File: config.mk
export PLATFORM = sky130hd
export DESIGN_NAME = demux_1x4_reg_flat
export DESIGN_NICKNAME = d
export VERILOG_FILES = /design/src/rtl/demux_pkg.sv /design/src/rtl/demux_1x4_reg_if.sv /design/src/rtl/demux_slot.sv /design/src/rtl/demux_1x4_reg.sv /design/src/flat_wrapper.sv
export SDC_FILE = /design/constraint.sdc
export NUM_CORES = 1
export LEC_CHECK = 0
export CAP_MARGIN = 20
export CORE_MARGIN = 4
export CORE_UTILIZATION = 59
export CTS_BUF_LIST = sky130_fd_sc_hd__clkbuf_8 sky130_fd_sc_hd__clkbuf_16
export CTS_CLUSTER_DIAMETER = 100
export DETAILED_ROUTE_END_ITERATION = 10
export DONT_BUFFER_PORTS = 1
export PLACE_DENSITY_LB_ADDON = 0.08
export SYNTH_ARGS = -nofsm -noshare
export SYNTH_HDL_FRONTEND = slang
export SYNTH_SLANG_ARGS = --single-unit
export TNS_END_PERCENT = 1
File: constraint.sdc
create_clock -name clk -period 1.4 [get_ports clk]
set_clock_uncertainty 0.05 [all_clocks]
set_input_delay 0.07 -clock clk [delete_from_list [all_inputs] [get_ports clk]]
set_output_delay 0.07 -clock clk [all_outputs]
set_load 0.05 [all_outputs]
File: src/rtl/demux_pkg.sv
// Shared constants and types for the registered 1-to-4 demultiplexer.
package demux_pkg;

    localparam int DEMUX_N_OUT = 4;
    localparam int DEMUX_SEL_W = 2;

    localparam logic [DEMUX_SEL_W-1:0] SEL_A = 2'b00;
    localparam logic [DEMUX_SEL_W-1:0] SEL_B = 2'b01;
    localparam logic [DEMUX_SEL_W-1:0] SEL_C = 2'b10;
    localparam logic [DEMUX_SEL_W-1:0] SEL_D = 2'b11;

    typedef enum logic {
        SLOT_EMPTY = 1'b0,
        SLOT_FULL  = 1'b1
    } slot_state_e;

endpackage

File: src/rtl/demux_1x4_reg_if.sv
// Input stream plus four output channels of demux_1x4_reg.
// The master side is the producer/consumer environment; the slave side is the demux.
interface demux_1x4_reg_if
    import demux_pkg::*;
#(
    parameter int WIDTH = 4
);
    logic                   in_valid;
    logic                   in_ready;
    logic [WIDTH-1:0]       in_data;
    logic [DEMUX_SEL_W-1:0] sel;
    logic [DEMUX_N_OUT-1:0] out_valid;
    logic [DEMUX_N_OUT-1:0] out_ready;
    logic [WIDTH-1:0]       a;
    logic [WIDTH-1:0]       b;
    logic [WIDTH-1:0]       c;
    logic [WIDTH-1:0]       d;

    modport master (
        output in_valid, in_data, sel, out_ready,
        input  in_ready, out_valid, a, b, c, d
    );

    modport slave (
        input  in_valid, in_data, sel, out_ready,
        output in_ready, out_valid, a, b, c, d
    );

endinterface

File: src/rtl/demux_slot.sv
// One-entry valid/ready holding register feeding a single demux output channel.
//   state      | meaning
//   SLOT_EMPTY | no word held, out_valid=0, data keeps last value
//   SLOT_FULL  | word held and presented, stable until drained
module demux_slot
    import demux_pkg::*;
#(
    parameter int WIDTH = 4
) (
    input  logic             clk,
    input  logic             rst_n,
    input  logic             load,
    input  logic [WIDTH-1:0] load_data,
    input  logic             out_ready,
    output logic             out_valid,
    output logic [WIDTH-1:0] out_data
);

    slot_state_e state;

    // load is only raised when the slot is empty or draining this cycle,
    // so a load always wins and gives back-to-back throughput.
    always_ff @(posedge clk or negedge rst_n) begin
        if (!rst_n) begin
            state    <= SLOT_EMPTY;
            out_data <= '0;
        end else if (load) begin
            state    <= SLOT_FULL;
            out_data <= load_data;
        end else if (state == SLOT_FULL && out_ready) begin
            state <= SLOT_EMPTY;
        end
    end

    assign out_valid = (state == SLOT_FULL);

endmodule

File: src/rtl/demux_1x4_reg.sv
// Registered 1-to-4 demultiplexer with per-channel holding slots.
// Define DEMUX_RR_EN to ignore sel and steer words round-robin a,b,c,d.
module demux_1x4_reg
    import demux_pkg::*;
#(
    parameter int WIDTH = 4
) (
    input  logic               clk,
    input  logic               rst_n,
    demux_1x4_reg_if.slave     bus
);

    logic [DEMUX_SEL_W-1:0]            dest;
    logic                              accept;
    logic [DEMUX_N_OUT-1:0]            slot_valid;
    logic [DEMUX_N_OUT-1:0][WIDTH-1:0] slot_data;

`ifdef DEMUX_RR_EN
    logic [DEMUX_SEL_W-1:0] rr_ptr;
    logic                   unused_sel;

    // Pointer only moves on an accepted word, so a stalled channel stalls the input.
    always_ff @(posedge clk or negedge rst_n) begin
        if (!rst_n) begin
            rr_ptr <= SEL_A;
        end else if (accept) begin
            rr_ptr <= rr_ptr + 1'b1;
        end
    end

    assign dest       = rr_ptr;
    assign unused_sel = ^bus.sel;
`else
    assign dest = bus.sel;
`endif

    assign bus.in_ready = ~slot_valid[dest] | bus.out_ready[dest];
    assign accept       = bus.in_valid & bus.in_ready;

    for (genvar k = 0; k < DEMUX_N_OUT; k++) begin : g_slot
        demux_slot #(.WIDTH(WIDTH)) u_slot (
            .clk       (clk),
            .rst_n     (rst_n),
            .load      (accept && (dest == DEMUX_SEL_W'(k))),
            .load_data (bus.in_data),
            .out_ready (bus.out_ready[k]),
            .out_valid (slot_valid[k]),
            .out_data  (slot_data[k])
        );
    end

    assign bus.out_valid = slot_valid;
    assign bus.a         = slot_data[SEL_A];
    assign bus.b         = slot_data[SEL_B];
    assign bus.c         = slot_data[SEL_C];
    assign bus.d         = slot_data[SEL_D];

endmodule

File: src/flat_wrapper.sv
// flat-port wrapper written by rule: the top's interface ports become plain ports
module demux_1x4_reg_flat import demux_pkg::*;
#(
    parameter int WIDTH = 4
)
  (clk, rst_n, bus_in_valid, bus_in_data, bus_sel, bus_out_ready, bus_in_ready, bus_out_valid, bus_a, bus_b, bus_c, bus_d);
  demux_1x4_reg_if #(.WIDTH(WIDTH)) bus_i ();
  input  logic clk;
  input  logic rst_n;
  input wire logic [$bits(bus_i.in_valid)-1:0] bus_in_valid;
  input wire logic [$bits(bus_i.in_data)-1:0] bus_in_data;
  input wire logic [$bits(bus_i.sel)-1:0] bus_sel;
  input wire logic [$bits(bus_i.out_ready)-1:0] bus_out_ready;
  output wire logic [$bits(bus_i.in_ready)-1:0] bus_in_ready;
  output wire logic [$bits(bus_i.out_valid)-1:0] bus_out_valid;
  output wire logic [$bits(bus_i.a)-1:0] bus_a;
  output wire logic [$bits(bus_i.b)-1:0] bus_b;
  output wire logic [$bits(bus_i.c)-1:0] bus_c;
  output wire logic [$bits(bus_i.d)-1:0] bus_d;
  assign bus_i.in_valid = bus_in_valid;
  assign bus_i.in_data = bus_in_data;
  assign bus_i.sel = bus_sel;
  assign bus_i.out_ready = bus_out_ready;
  assign bus_in_ready = bus_i.in_ready;
  assign bus_out_valid = bus_i.out_valid;
  assign bus_a = bus_i.a;
  assign bus_b = bus_i.b;
  assign bus_c = bus_i.c;
  assign bus_d = bus_i.d;
  demux_1x4_reg #(.WIDTH(WIDTH)) u_core (.clk(clk), .rst_n(rst_n), .bus(bus_i));
endmodule
**Word level (Yosys, flattened, before mapping)**

Index checks and enable logic that the tools add are counted.

- Multiplexer cells: 12
- $lt $le $gt $ge: 1
- Reduce and logical (&&, ||, !) cells: 13
- Equality and inequality tests: 3
- Bitwise operators: 3

Operators with widths:

| operator | count |
|---|---|
| 1-bit two-way mux | 10 |
| 1-bit logical AND | 8 |
| 2-bit nonzero test | 4 |
| 1-bit binary-select mux with 2-bit select | 2 |
| 2-bit equality test (second input constant) | 2 |
| 2-bit by 3-bit < comparator with 1-bit output (second input constant) | 1 |
| 2-bit by 1-bit equality test with 1-bit output (second input constant) | 1 |
| 2-bit zero test | 1 |
| 1-bit AND | 1 |
| 1-bit inverter | 1 |
| 1-bit bitwise OR | 1 |

- Logic and storage cells: 40
- Bits in registers: 20
- Input port bits: 13
- Output and inout bits: 21

**Depth between registers and ports, before layout**

Gate-level depths: netlist of the first run.

- Depth after elaboration: 7
- Gate-level depth with buffers: 4
- Depth with buffers taken out: 3

**Modules after synthesis**

A second synthesis of the first run with hierarchy kept.

- Cells, all modules: 53
- Area total of the unflattened synthesis: 832.0 um2

By module, submodules not included:

| module | seq. area each (um2) | area an instance (um2) | instances | cells an instance |
|---|---|---|---|---|
| demux_slot | 125.1 | 182.7 | 4 | 11 |
| demux_1x4_reg | 0.0 | 101.3 | 1 | 9 |

**Worst setup path before layout of the first run**

OpenSTA, ideal clock, no wires.

- Path kind: register to output
- From: reg u_core.g_slot[0].u_slot.state
- To: out bus_in_ready
- Buffers on the path: 0
- Path slack: 0.127 ns
- Data required time: 1.280 ns
- Arrival: 1.153 ns
- Cell stages (with the launch flop): 3
- Path through: dfrtp_1 -> nand2b_1 -> mux4_1

- Longest elaborated chain between the ends: 4

Ends and longest elaborated chain:

| element | RTL line | RTL |
|---|---|---|
| from (decl) | demux_slot.sv:19 | `slot_state_e state;` |
| from (signal assigned) | demux_slot.sv:25 | `state <= SLOT_EMPTY;` |
| from (signal assigned) | demux_slot.sv:28 | `state <= SLOT_FULL;` |
| from (signal assigned) | demux_slot.sv:31 | `state <= SLOT_EMPTY;` |
| 1-bit binary-select mux with 2-bit select | demux_1x4_reg.sv:37 | `assign bus.in_ready = ~slot_valid[dest] \| bus.out_ready[dest];` |
| 1-bit two-way mux (not written as such) | demux_1x4_reg.sv:37 |  |
| 1-bit inverter | demux_1x4_reg.sv:37 |  |
| 1-bit bitwise OR | demux_1x4_reg.sv:37 |  |
| to (decl) | flat_wrapper.sv:14 | `output wire logic [$bits(bus_i.in_ready)-1:0] bus_in_ready;` |

Every way passes these cells. The select of a mux whose other input is x is not followed.

**Worst setup path after layout of the first run**

- From: reg u_core.g_slot[2].u_slot.state
- To: out bus_in_ready

- Longest elaborated chain between the ends: 4

Ends and longest elaborated chain:

| element | RTL line |
|---|---|
| from (decl) | demux_slot.sv:19 |
| from (signal assigned) | demux_slot.sv:25 |
| from (signal assigned) | demux_slot.sv:28 |
| from (signal assigned) | demux_slot.sv:31 |
| 1-bit binary-select mux with 2-bit select | demux_1x4_reg.sv:37 |
| 1-bit two-way mux (not written as such) | demux_1x4_reg.sv:37 |
| 1-bit inverter | demux_1x4_reg.sv:37 |
| 1-bit bitwise OR | demux_1x4_reg.sv:37 |

Every way passes these cells. The select of a mux whose other input is x is not followed.

==> results of run 1 <==
==> power by group <==
part	total [uW]	switching (uW)	internal [uW]
clock network	575	193	381
registers	745	61.1	684
logic	776	512	264
==> layout by cell type, fill, tap and decap left out <==
cell type and instances:
and3_4 1, buf_4 23, buf_6 1, bufinv_16 1, clkbuf_8 3, dfrtp_1 20
dlygate4sd3_1 8, mux2_1 2, mux2_2 10, mux2_4 4, mux4_2 1, nand2_1 5
nand2b_1 4, nand3_2 1, nand3b_2 1, nor2b_2 1, nor2b_4 1, nor3b_4 1
o21ai_0 1
==> metal layers <==
metal / wire (um) / GRT usage
met1: 767 / 0.257
met2: 953 / 0.368
met3: 194 / 0.0536
met4: 36 / 0.0829
met5: 0 / 0
==> worst register-to-register path, delay by kind of cell (launching register included) <==
family           cells  cell delay, ns
and+or+nand+nor      2            0.46
muxes                1            0.38
DFF                  1            0.40
==> how the worst min path moves through the flow <==
stage                                                     end  cells past startpoint  slack [ns]         start
after floorplan           u_core.g_slot[0].u_slot.out_data[0]                      0       -0.28         rst_n
after global placement      u_core.g_slot[3].u_slot.out_valid                      0       -0.28         rst_n
after detailed placement    u_core.g_slot[2].u_slot.out_valid                      0       -0.28         rst_n
after CTS                   u_core.g_slot[2].u_slot.out_valid                      2       0.006  bus_in_valid
after global routing        u_core.g_slot[2].u_slot.out_valid                      2        0.03  bus_in_valid
final                       u_core.g_slot[2].u_slot.out_valid                      2        0.01  bus_in_valid
==> what timing repair did <==
item / in CTS / in global routing
pin swaps: 0 / 0
hold buffers: 8 / 0
endpoints found under the setup margin: 1 / 5
gates resized for setup: 2 / 0
hold endpoints to repair: 39 / 0
setup buffers: 2 / 0
==> cell type report <==
class                      instances  area share
sequential                        20       0.419
clock buffer                       3      0.0346
multi-input combinational         33       0.285
clock inverter                     1      0.0251
tap                               15      0.0157
timing repair buffer              32       0.221
==> logic make-up after synthesis <==
kind of cell,Yosys count,synth area share
AO/OA/AOI/OAI,1,0.00564
buffers and inverters,5,0.0466
flip-flops,20,0.565
multiplexers,17,0.250
AND/OR/NAND/NOR,15,0.133
==> registers in the layout, summed over array words and instances (netlist names) <==
signal                          flops
u_core.g_slot.u_slot.out_data      16
u_core.g_slot.u_slot.out_valid      4
==> stage by stage <==
stage	TNS, ns	utilization	cell area (sq um)	instances	total power, uW
4_1_cts	-0.0601	0.885	1190	104	2100
2_1_floorplan	0	-	886	58	1280
3_5_place_dp	0	0.762	1030	90	1490
3_3_place_gp	0	0.762	1030	90	1470
6_report	-0.105	0.885	1190	104	2100
5_1_grt	-0.338	0.885	1190	104	2170
==> flow_summary.json, run 1 <==
{
  "power.density_mw_per_mm2": 1750,
  "yosys_most_used_dff": "dfrtp_1",
  "setup_viol": 1,
  "grt_use_total": 0.213,
  "fill_cells": 57,
  "crit_arrival_ns": 1.39,
  "peakVddDrop_mv": 1.17,
  "fmax_mhz": 664,
  "endpoint": "bus_in_ready",
  "area_growth_pct": 34.9,
  "core.rowCount": 13,
  "core_area_sq_mm": 0.00135,
  "insertion_delay_ns": 0.26,
  "hold_violations": 0,
  "ys_ff_latch": 20,
  "r2r_end": "u_core.g_slot[2].u_slot.out_data[1]",
  "htreeDepth": 1,
  "dieHeight_um": 46.8,
  "crit_path_end_kind": "primary output",
  "fin_crit_sh": 1.08,
  "synth_area_leaders": "dfrtp_1 56%, mux2_2 13%, mux2_4 6.8%, buf_4 3.4%, mux4_1 3.0%",
  "crit_type": "reg -> out",
  "crit_path_start_kind": "register",
  "tightest_slew_ns": 0.858,
  "wl_um": 1950,
  "synth_top_cell_by_area": "dfrtp_1",
  "place_hpwl_um": 1350,
  "grt_max_degree": 21,
  "clock_path_buffers": 2,
  "synth_top_area_frac": 0.565,
  "start_util": 0.656,
  "drc": 0,
  "clock-sinks": 20,
  "syn-instance-count": 58,
  "clock-root-buffer": "clkbuf_8",
  "crit_path_top_delay_cell": "mux4_2",
  "async_flop_share": 1.00,
  "violations": "negative setup slack",
  "dieArea_sq_mm": 0.00219,
  "grt_pass1_vias": 647,
  "holdWs_ns": 0.0100,
  "drv_cap": 0,
  "yosysMostFrequentCell": "dfrtp_1",
  "hold_class": "in -> reg",
  "grt_pass1_wl_um": 3220,
  "antenna_found_initial": 0,
  "drtAntennaViolNets": 0,
  "fp.dieW_um": 46.8,
  "io_pins": 34,
  "cts_buffers": 3,
  "seqCellArea_sq_um": 500,
  "via_per_inst": 5.70,
  "multi_input_area_sq_um": 340,
  "wire_per_inst_um": 18.8,
  "crit_path_start": "u_core.g_slot[2].u_slot.out_valid",
  "cts_tree": "done",
  "crit_buf_inv": 1,
  "synth_area_sq_um": 886,
  "preCtsSetupSlack_ns": 0.0549,
  "vias": 593,
  "rrSetupSlack_ns": 0,
  "rsz0062_at_grt": "yes",
  "synth-edff-count": 0,
  "synthDistinctLibCells": 16,
  "gp_congestion": 0.787,
  "cp.required_ns": 1.28,
  "leakagePower_uw": 0.000566,
  "rr_worst_depth": 3,
  "worst_slack_ns": -0.105,
  "synth.net_count": 71,
  "cp.depth": 3,
  "dr.pass1.iters": 4,
  "num-nets-final": 103,
  "clkTransAtPathRegs_ns": 0.08,
  "critPathMaxStageDelay_ns": 0.48,
  "ys_seq_area_frac": 0.565,
  "slew_headroom": 0.426,
  "crit_fanout": 3,
  "n_antenna_cell": 0,
  "slew_viol_final": 0,
  "layout-drive-gt1-share": 0.551,
  "drt-initial-drc-count": 9,
  "r2r-start": "u_core.g_slot[2].u_slot.out_valid",
  "syn_avg_cell_area_sq_um": 15.3,
  "status": "complete, but fails checks",
  "synthTopCellsByCount": "20 x dfrtp_1, 10 x mux2_2, 5 x nand2_1",
  "crit_path_cell_trace": "nand2b_1, mux4_2, buf_6",
  "grt-ovfl-total": 0,
  "io_buffers": 0,
  "critPathTopFamily": "multiplexers",
  "min_period_ns": 1.51,
  "yosys_warnings": 0
}
Note: power is estimated with default switching activity, not from simulation.
==> run 2: changes to the inputs <==
BUFFER_PORTS_ARGS = -buffer_cell sky130_fd_sc_hd__buf_2   (was unset)
CORE_UTILIZATION = 46   (was 59)
DONT_BUFFER_PORTS = unset   (was 1)
==> run 2 against run 1 <==
Compared with the run above:
- the run still ends with negative setup slack left
- worst setup slack improved by 0.041 ns
- clock power fell by 1%
- die area rose by 23%
- sequential power shrank 1%
- power decreased by 4.0%
==> flow_summary.json, run 2 (synthesis results as in run 1) <==
{
  "drc": 0,
  "setup_viol": 1,
  "clock-root-buffer": "clkbuf_8",
  "slew_viol_final": 0,
  "hold_class": "in -> reg",
  "core.rowCount": 15,
  "crit_fanout": 2,
  "vias": 555,
  "layout_commonest_cell": "buf_2",
  "grt-ovfl-total": 0,
  "status": "complete, but fails checks",
  "fmax_mhz": 683,
  "slew_headroom": 0.710,
  "drtAntennaViolNets": 0,
  "clock-sinks": 20,
  "finish.instance_area_sq_mm": 0.00116,
  "cp.required_ns": 1.28,
  "htreeDepth": 1,
  "n_antenna_cell": 0,
  "area_growth_pct": 30.8,
  "grt_pass1_wl_um": 2730,
  "via_per_inst": 4.63,
  "wl_um": 1700,
  "largest_reg_flops": 16,
  "drt-initial-drc-count": 1,
  "fin_setup_tns_ns": -0.0648,
  "grt_pass1_vias": 578,
  "wire_per_inst_um": 14.2,
  "core_area_sq_mm": 0.00178,
  "start_util": 0.497,
  "final_cell_mix": "32 x buf_2, 20 x dfrtp_1, 10 x mux2_2, 5 x nand2_1",
  "place_hpwl_um": 1230,
  "tightest_slew_ns": 0.435,
  "dieArea_sq_mm": 0.00269,
  "drv_cap": 0,
  "hold_violations": 0,
  "peakVddDrop_mv": 0.977,
  "worst_slack_ns": -0.0648,
  "antenna_found_initial": 0,
  "rsz0062_at_grt": "yes",
  "layout-drive-gt1-share": 0.653,
  "dr.pass1.iters": 3,
  "clock_path_buffers": 2,
  "gp_congestion": 0.686,
  "insertion_delay_ns": 0.26,
  "cts_buffers": 3,
  "crit_path_end_kind": "primary output",
  "grt_use_total": 0.145,
  "clkTransAtPathRegs_ns": 0.07,
  "crit_type": "reg -> out",
  "top_register": "u_core.g_slot.u_slot.out_data",
  "power.density_mw_per_mm2": 1740,
  "io_buffers": 33,
  "dieHeight_um": 51.9,
  "cts_tree": "done",
  "crit_arrival_ns": 1.34,
  "violations": "negative setup slack",
  "fill_cells": 146,
  "leakagePower_uw": 0.000576,
  "crit_path_start_kind": "register",
  "min_period_ns": 1.46,
  "io_pins": 34,
  "fin_crit_sh": 1.05,
  "fp.dieW_um": 51.9,
  "place_area_sq_mm": 0.00104,
  "grt_max_degree": 21,
  "num-nets-final": 109
}
[run 2: area by class of cell]
class / instances / area [sq um] / area share
tap: 25 / 31.3 / 0.0270
sequential: 20 / 500 / 0.432
timing repair buffer: 38 / 215 / 0.186
clock inverter: 1 / 30.0 / 0.0259
multi-input combinational: 33 / 340 / 0.294
clock buffer: 3 / 41.3 / 0.0356
[run 2: final timing paths]
| kind | endpoint | slack [ns] | cells after the start | startpoint |
|---|---|---|---|---|
| max | bus_in_ready | -0.06 | 3 | u_core.g_slot[2].u_slot.out_valid |
| min | u_core.g_slot[0].u_slot.out_data[2] | 0.02 | 2 | bus_in_data[2] |
| max reg2reg | u_core.g_slot[2].u_slot.out_data[3] | 0.01 | 4 | u_core.g_slot[2].u_slot.out_valid |
| min reg2reg | u_core.g_slot[0].u_slot.out_data[2] | 0.44 | 1 | u_core.g_slot[0].u_slot.out_data[2] |
| max in group asynchronous | u_core.g_slot[3].u_slot.out_valid | 0.76 | 2 | rst_n |
| min in group asynchronous | u_core.g_slot[0].u_slot.out_valid | 0.23 | 2 | rst_n |
[run 2: report_power, final]
part	total [uW]	switching, uW	internal, uW	leakage, uW
Combinational	711	508	202	0.000299
Sequential	735	50.4	684	0.000242
Clock	568	186	382	0.0000357
[run 2: repair_timing]
item,4_1_cts,5_1_grt
resized for setup,4,0
setup buffers,4,0
endpoints found under the hold margin,20,0
endpoints found under the setup margin,1,5
pin swaps,0,0
hold buffers,1,0
[run 2: critical path: stages, from the launching register on]
cell	delay (ns)
dfrtp_1	0.36
nand2b_1	0.08
mux4_2	0.48
buf_8	0.17
[run 2: per-stage QoR]
stage                     worst slack (ns)  power, uW  utilization  hold slack [ns]  std cells
after floorplan                      0.127       1280            -           -0.276         58
after global routing                -0.133       2100        0.650           0.0340        120
final                              -0.0648       2010        0.650           0.0227        120
after detailed placement            0.0821       1450        0.584          -0.0108        111
after global placement               0.145       1440        0.584          -0.0106        111
after CTS                          -0.0721       2040        0.650           0.0179        120
[run 2: metal layers]
metal | vias to the layer above | GRT usage | wire [um] | part of all wire
met5 | - | 0 | 0 | 0
met4 | 0 | 0.0524 | 17 | 0.010
met3 | 3 | 0.0602 | 145 | 0.085
met2 | 22 | 0.230 | 803 | 0.47
met1 | 259 | 0.174 | 732 | 0.43
li1 | 271 | - | - | -
